`src/rtl/adxl345_frame_packer_if.sv`:
```
// Byte-wide valid/ready stream carrying packed accelerometer frames.
//   data  : stream byte (master -> slave)
//   valid : data holds a valid byte (master -> slave)
//   ready : slave accepts the byte on a posedge where valid && ready
`timescale 1ns / 1ps
interface adxl345_frame_packer_if;
  logic [7:0] data;
  logic       valid;
  logic       ready;

  modport master (
    output data,
    output valid,
    input  ready
  );

  modport slave (
    input  data,
    input  valid,
    output ready
  );
endinterface

```
`src/rtl/adxl345_frame_packer.sv`:
```
// Snapshots the ADXL345 reader's X/Y/Z outputs once per sample period and serialises each
// snapshot as a 9-byte frame: Header, Seq, Xh, Xl, Yh, Yl, Zh, Zl, Chk (XOR of bytes 1..7).
//   clk      : system clock, all logic on posedge
//   reset    : synchronous active-high reset, registered once before use
//   x, y, z  : 2's-complement acceleration samples from the reader
//   stream   : byte stream master (data/valid out, ready in)
//   busy     : a frame is in progress
//   overruns : saturating count of sample ticks dropped while busy
`timescale 1ns / 1ps
module adxl345_frame_packer #(
  parameter int unsigned SamplePeriod = 500000,
  parameter logic [7:0]  Header       = 8'hA5
) (
  input  logic                          clk,
  input  logic                          reset,
  input  logic [15:0]                   x,
  input  logic [15:0]                   y,
  input  logic [15:0]                   z,
  adxl345_frame_packer_if.master        stream,
  output logic                          busy,
  output logic [7:0]                    overruns
);

  localparam int unsigned     CntW   = $clog2(SamplePeriod + 1);
  localparam logic [CntW-1:0] CntMax = CntW'(SamplePeriod);
  localparam logic [CntW-1:0] CntOne = CntW'(1);

  typedef enum logic [0:0] {StIdle, StSend} state_e;

  state_e          state_q, state_d;
  logic            reset_q;
  logic [CntW-1:0] cnt_q, cnt_d;
  logic [3:0]      idx_q, idx_d;
  logic [7:0]      seq_q, seq_d;
  logic [15:0]     x_q, x_d, y_q, y_d, z_q, z_d;
  logic [7:0]      data_q, data_d;
  logic            valid_q, valid_d;
  logic [7:0]      ovr_q, ovr_d;

  logic            tick;
  logic            hs;
  logic            last;
  logic [3:0]      next_idx;
  logic [7:0]      chk;
  logic [7:0]      next_byte;

  assign tick     = (cnt_q == CntMax);
  assign hs       = valid_q && stream.ready;
  assign last     = (idx_q == 4'd8);
  assign next_idx = idx_q + 4'd1;
  assign chk      = seq_q ^ x_q[15:8] ^ x_q[7:0] ^ y_q[15:8] ^ y_q[7:0] ^ z_q[15:8] ^ z_q[7:0];

  // Seq is only bumped after the last byte, so seq_q is stable for the whole frame.
  always_comb begin
    next_byte = Header;
    case (next_idx)
      4'd1:    next_byte = seq_q;
      4'd2:    next_byte = x_q[15:8];
      4'd3:    next_byte = x_q[7:0];
      4'd4:    next_byte = y_q[15:8];
      4'd5:    next_byte = y_q[7:0];
      4'd6:    next_byte = z_q[15:8];
      4'd7:    next_byte = z_q[7:0];
      4'd8:    next_byte = chk;
      default: next_byte = Header;
    endcase
  end

  // State register.
  always_ff @(posedge clk) begin
    if (reset_q) begin
      state_q <= StIdle;
    end else begin
      state_q <= state_d;
    end
  end

  // Next-state logic.
  always_comb begin
    state_d = state_q;
    unique case (state_q)
      StIdle: if (tick) state_d = StSend;
      StSend: if (hs && last) state_d = StIdle;
    endcase
  end

  // Datapath and output next-state.
  always_comb begin
    cnt_d   = tick ? CntOne : cnt_q + CntOne;
    idx_d   = idx_q;
    seq_d   = seq_q;
    x_d     = x_q;
    y_d     = y_q;
    z_d     = z_q;
    data_d  = data_q;
    valid_d = valid_q;
    ovr_d   = ovr_q;
    unique case (state_q)
      StIdle: begin
        if (tick) begin
          // All three axes on the same edge so the frame is one coherent sample.
          x_d     = x;
          y_d     = y;
          z_d     = z;
          idx_d   = 4'd0;
          data_d  = Header;
          valid_d = 1'b1;
        end
      end
      StSend: begin
        if (tick && (ovr_q != 8'hFF)) ovr_d = ovr_q + 8'd1;
        if (hs) begin
          if (last) begin
            valid_d = 1'b0;
            seq_d   = seq_q + 8'd1;
          end else begin
            idx_d  = next_idx;
            data_d = next_byte;
          end
        end
      end
    endcase
  end

  // Reset is registered once; everything below resets the cycle after it is seen.
  always_ff @(posedge clk) begin
    reset_q <= reset;
  end

  always_ff @(posedge clk) begin
    if (reset_q) begin
      cnt_q   <= CntOne;
      idx_q   <= 4'd0;
      seq_q   <= 8'd0;
      x_q     <= 16'd0;
      y_q     <= 16'd0;
      z_q     <= 16'd0;
      data_q  <= 8'd0;
      valid_q <= 1'b0;
      ovr_q   <= 8'd0;
    end else begin
      cnt_q   <= cnt_d;
      idx_q   <= idx_d;
      seq_q   <= seq_d;
      x_q     <= x_d;
      y_q     <= y_d;
      z_q     <= z_d;
      data_q  <= data_d;
      valid_q <= valid_d;
      ovr_q   <= ovr_d;
    end
  end

  assign stream.data  = data_q;
  assign stream.valid = valid_q;
  assign busy         = (state_q == StSend);
  assign overruns     = ovr_q;

endmodule

```
`src/flat_wrapper.sv`:
```
// flat-port wrapper written by rule: the top's interface ports become plain ports
module adxl345_frame_packer_flat 
#(
  parameter int unsigned SamplePeriod = 500000,
  parameter logic [7:0]  Header       = 8'hA5
)
  (clk, reset, x, y, z, busy, overruns, stream_data, stream_valid, stream_ready);
  adxl345_frame_packer_if stream_i ();
  input  logic clk;
  input  logic reset;
  input  logic [15:0] x;
  input  logic [15:0] y;
  input  logic [15:0] z;
  output logic busy;
  output logic [7:0] overruns;
  output wire logic [$bits(stream_i.data)-1:0] stream_data;
  output wire logic [$bits(stream_i.valid)-1:0] stream_valid;
  input wire logic [$bits(stream_i.ready)-1:0] stream_ready;
  assign stream_data = stream_i.data;
  assign stream_valid = stream_i.valid;
  assign stream_i.ready = stream_ready;
  adxl345_frame_packer #(.SamplePeriod(SamplePeriod), .Header(Header)) u_core (.clk(clk), .reset(reset), .x(x), .y(y), .z(z), .stream(stream_i), .busy(busy), .overruns(overruns));
endmodule
```
`config.mk`:
```
export PLATFORM = sky130hd
export DESIGN_NAME = adxl345_frame_packer_flat
export DESIGN_NICKNAME = d
export VERILOG_FILES = /design/src/rtl/adxl345_frame_packer_if.sv /design/src/rtl/adxl345_frame_packer.sv /design/src/flat_wrapper.sv
export SDC_FILE = /design/constraint.sdc
export NUM_CORES = 1
export LEC_CHECK = 0
export BUFFER_PORTS_ARGS = -buffer_cell sky130_fd_sc_hd__clkbuf_2
export CAP_MARGIN = 20
export CORE_MARGIN = 4
export CORE_UTILIZATION = 60
export CTS_BUF_LIST = sky130_fd_sc_hd__clkbuf_2 sky130_fd_sc_hd__clkbuf_4 sky130_fd_sc_hd__clkbuf_8
export CTS_CLUSTER_DIAMETER = 40
export DETAILED_ROUTE_END_ITERATION = 6
export GPL_TIMING_DRIVEN = 1
export PLACE_DENSITY = 0.83
export SLEW_MARGIN = 20
export SYNTH_ARGS = -nofsm -noshare
export SYNTH_HDL_FRONTEND = slang
export SYNTH_SLANG_ARGS = --single-unit
```
`constraint.sdc`:
```
create_clock -name clk -period 4.15 [get_ports clk]
set_input_delay 0.83 -clock clk [delete_from_list [all_inputs] [get_ports clk]]
set_output_delay 0.83 -clock clk [all_outputs]
set_load 0.05 [all_outputs]
```
==> metrics.cfg <==
[outcome]
run_status = finished clean

[synth]
ys_types = 52
synth_edf_count = 0
synth.avg_cell_area_um2 = 8.21
synthArstFlopShare_pct = 0
ys_seq_elements = 98
synth_ff_type = dfxtp_1
synth_cells = 600
ys_seq_area_share_pct = 39.8
yosysWarningCount = 0
netlist_area_um2 = 4930
syn_nets = 661

[finish]
fillCellCount = 685
layout.nets = 705
insertedDiodeCount = 0
post_route_cells_drive_above_1_share_pct = 14.9
areaGrowthSynthToFinish_pct = 10.9
utilization_pct = 69.6

[pwr]
vdd_drop_max_mv = 0.202
power_mw = 1.61
power_density_nw_per_um2 = 294
leakage_nw = 1.99

[setup_path]
crit_chain = ha_1 > nand4_1 > and2_1 > nor3b_1 > a32oi_1 > a41oi_1
slowest_delay_ns = 0.75
reg2reg_from = u_core.idx_q[0]
cp_max_fo = 17
regToRegEndpoint = u_core.stream.data[5]
arrival_ns = 3.07
crit_type = register to register
r2r_cells = 6
reg2reg_slack_ns = 1.38
path_depth = 6
crit_family = simple AND/OR/NAND/NOR gates
cp.required_ns = 4.45
slowest_stage = nor3b_1
cp-start-kind = register
endpoint_kind = register
path_buf_inv = 0

[placement]
dp_hpwl_um = 8540
dp_slack_ns = 1.45
place.gp.congestion = 0.909
numPortBuffers = 68

[hold_path]
min-delay-start = u_core.y_q[12]
hp-class = register to register
hold_path_end = u_core.y_q[12]
hold_path_depth = 2

[clocking]
clock-sinks = 98
cts_tree = done
clk_latency_ns = 0.38
clock-root-buffer = clkbuf_8
cts.path.max_buffers = 2
cts_hold_buf = 0
post_cts_resized = 0
numCtsBuffers = 9
postCtsSetupBuffers = 0
htreeDepth = 3
path_clk_slew_ns = 0.10

[timing]
worst_pin_slew_ns = 0.900
max_slew_margin_pct = 39.9
timing.fmax_mhz = 360
clock_skew_ns = 0.0155
hold_viol_final = 0
rsz0062_at_grt = false
fin_crit_sh_pct = 66.9
period_needed_ns = 2.77
whs_ns = 0.488
maxSlewViolCount = 0
setup_ws_ns = 1.38
fin_setup_tns_ns = 0
setup_viol = 0

[floorplanning]
core_area_um2 = 7850
pin_count = 69
die_w_um = 98.6
initial_core_util_pct = 62.8
die_h_um = 98.6
num_rows = 32
die-area_um2 = 9730

[drt]
drt_iter0_markers = 308
first_pass_iters = 5
via_per_inst = 5.85
drc = 0
vias = 4396
totalWireLength_um = 12300
wire_per_inst_um = 16.3
final_antenna_net_count = 0

[grt]
grt_start_max_net_pins = 51
grt_use_total_pct = 25.4
grt_pass1_vias = 4239
grt_pass1_wl_um = 20300
antenna_found_initial = 0
grt_overflow = 0

[job]
drv_cap = 0

[sequential cells by signal (all words and copies together) (netlist names)]
register             flops
u_core.stream.data       8
u_core.busy              1
u_core.z_q              16
u_core.idx_q             4
u_core.y_q              16
u_core.overruns          8
u_core.x_q              16
u_core.seq_q             8
u_core.stream.valid      1
u_core.reset_q           1
u_core.cnt_q            19
[per-layer routing]
layer  GRT usage (%)  routed length [µm]  vias to the layer above
li1                -                   -                     2166
met1            33.2                5390                     2052
met2            41.5                5790                      151
met3            4.32                 753                       27
met4            10.7                 329                        0
met5               0                   0                        -
[worst register-to-register path: cells and delay by family, from the launching register on]
kind	cells	cell delay, ns
and+or+nand+nor	3	1.16
AOI/OAI and AO/OA	2	0.41
DFF	1	0.55
adders and majority gates	1	0.59
[logic make-up (layout without fill, tap and decap cells)]
| kind of cell | after synthesis | in the layout | share of synthesized area [%] |
|---|---|---|---|
| adder cells (fa/ha/maj) | 10 | 10 | 2.54 |
| flip-flops | 98 | 98 | 39.8 |
| XOR/XNOR | 75 | 75 | 14.2 |
| buffers and inverters | 49 | 98 | 3.91 |
| AND/OR/NAND/NOR | 238 | 238 | 22.3 |
| AO/OA/AOI/OAI | 126 | 126 | 16.4 |
| multiplexers | 4 | 4 | 0.863 |
[stage by stage]
step | instance area [µm²] | instances
after floorplan | 4930 | 600
after CTS | 5470 | 751
after global placement | 5270 | 735
after global routing | 5470 | 751
final | 5470 | 751
after detailed placement | 5270 | 735
[cell usage after synthesis (4+ instances only)]
master	number	area share, %
a32oi_1	6	1.1
a31oi_1	4	0.51
and3_1	5	0.63
a21oi_1	59	6.0
nand3_1	17	1.7
inv_1	11	0.84
nand2_1	116	8.8
nor3_1	8	0.81
a22oi_1	14	2.1
buf_2	7	0.71
clkbuf_1	30	2.3
nand4_1	9	1.1
nor4_1	7	0.89
o21ai_0	7	0.71
xnor2_1	50	8.9
nand3b_1	5	0.76
nor2_1	46	3.5
a221oi_1	6	1.1
dfxtp_1	98	40
or3_1	5	0.63
o21bai_1	4	0.61
ha_1	10	2.5
o31ai_1	4	0.61
xor2_1	22	3.9
[final cells by class]
type | instances | area [µm²] | share of cell area [%]
Clock buffer | 10 | 138 | 2.52
Multi-Input combinational cell | 453 | 2780 | 50.8
Inverter | 11 | 41.3 | 0.755
Timing Repair Buffer | 71 | 363 | 6.64
Clock inverter | 6 | 55.1 | 1.01
Sequential cell | 98 | 1960 | 35.9
Tap cell | 102 | 128 | 2.34
[report_power, final]
group	internal, mW	switching, mW	leakage, nW
Clock	0.247	0.361	0.0998
Sequential	0.944	0.0111	0.790
Combinational	0.0240	0.0190	1.10
Total	1.22	0.391	1.99
[worst max path at each step]
stage,endpoint,slack [ns],startpoint
final,u_core.stream.data[5],1.38,u_core.idx_q[0]
after global routing,u_core.stream.data[1],1.11,u_core.idx_q[0]
after CTS,u_core.stream.data[1],1.46,u_core.idx_q[0]
after detailed placement,u_core.stream.data[7],1.45,u_core.idx_q[0]
after global placement,u_core.stream.data[7],1.50,u_core.idx_q[0]
after floorplan,u_core.overruns[5],1.99,u_core.busy
[layout by cell type, fill, tap and decap left out, types with 4 or more instances in the layout]
master      n
a21oi_1    59
a221oi_1    6
a22oi_1    14
a31oi_1     4
a32oi_1     6
and3_1      5
clkbuf_2   68
clkbuf_8   10
dfxtp_1    97
ha_1       10
inv_1      11
nand2_1   116
nand3_1    17
nand3b_1    5
nand4_1     9
nor2_1     46
nor3_1      7
nor4_1      7
o21ai_0     7
o21bai_1    4
o31ai_1     4
or3_1       5
xnor2_1    50
xor2_1     22
Power figures use the tool's default switching activity.
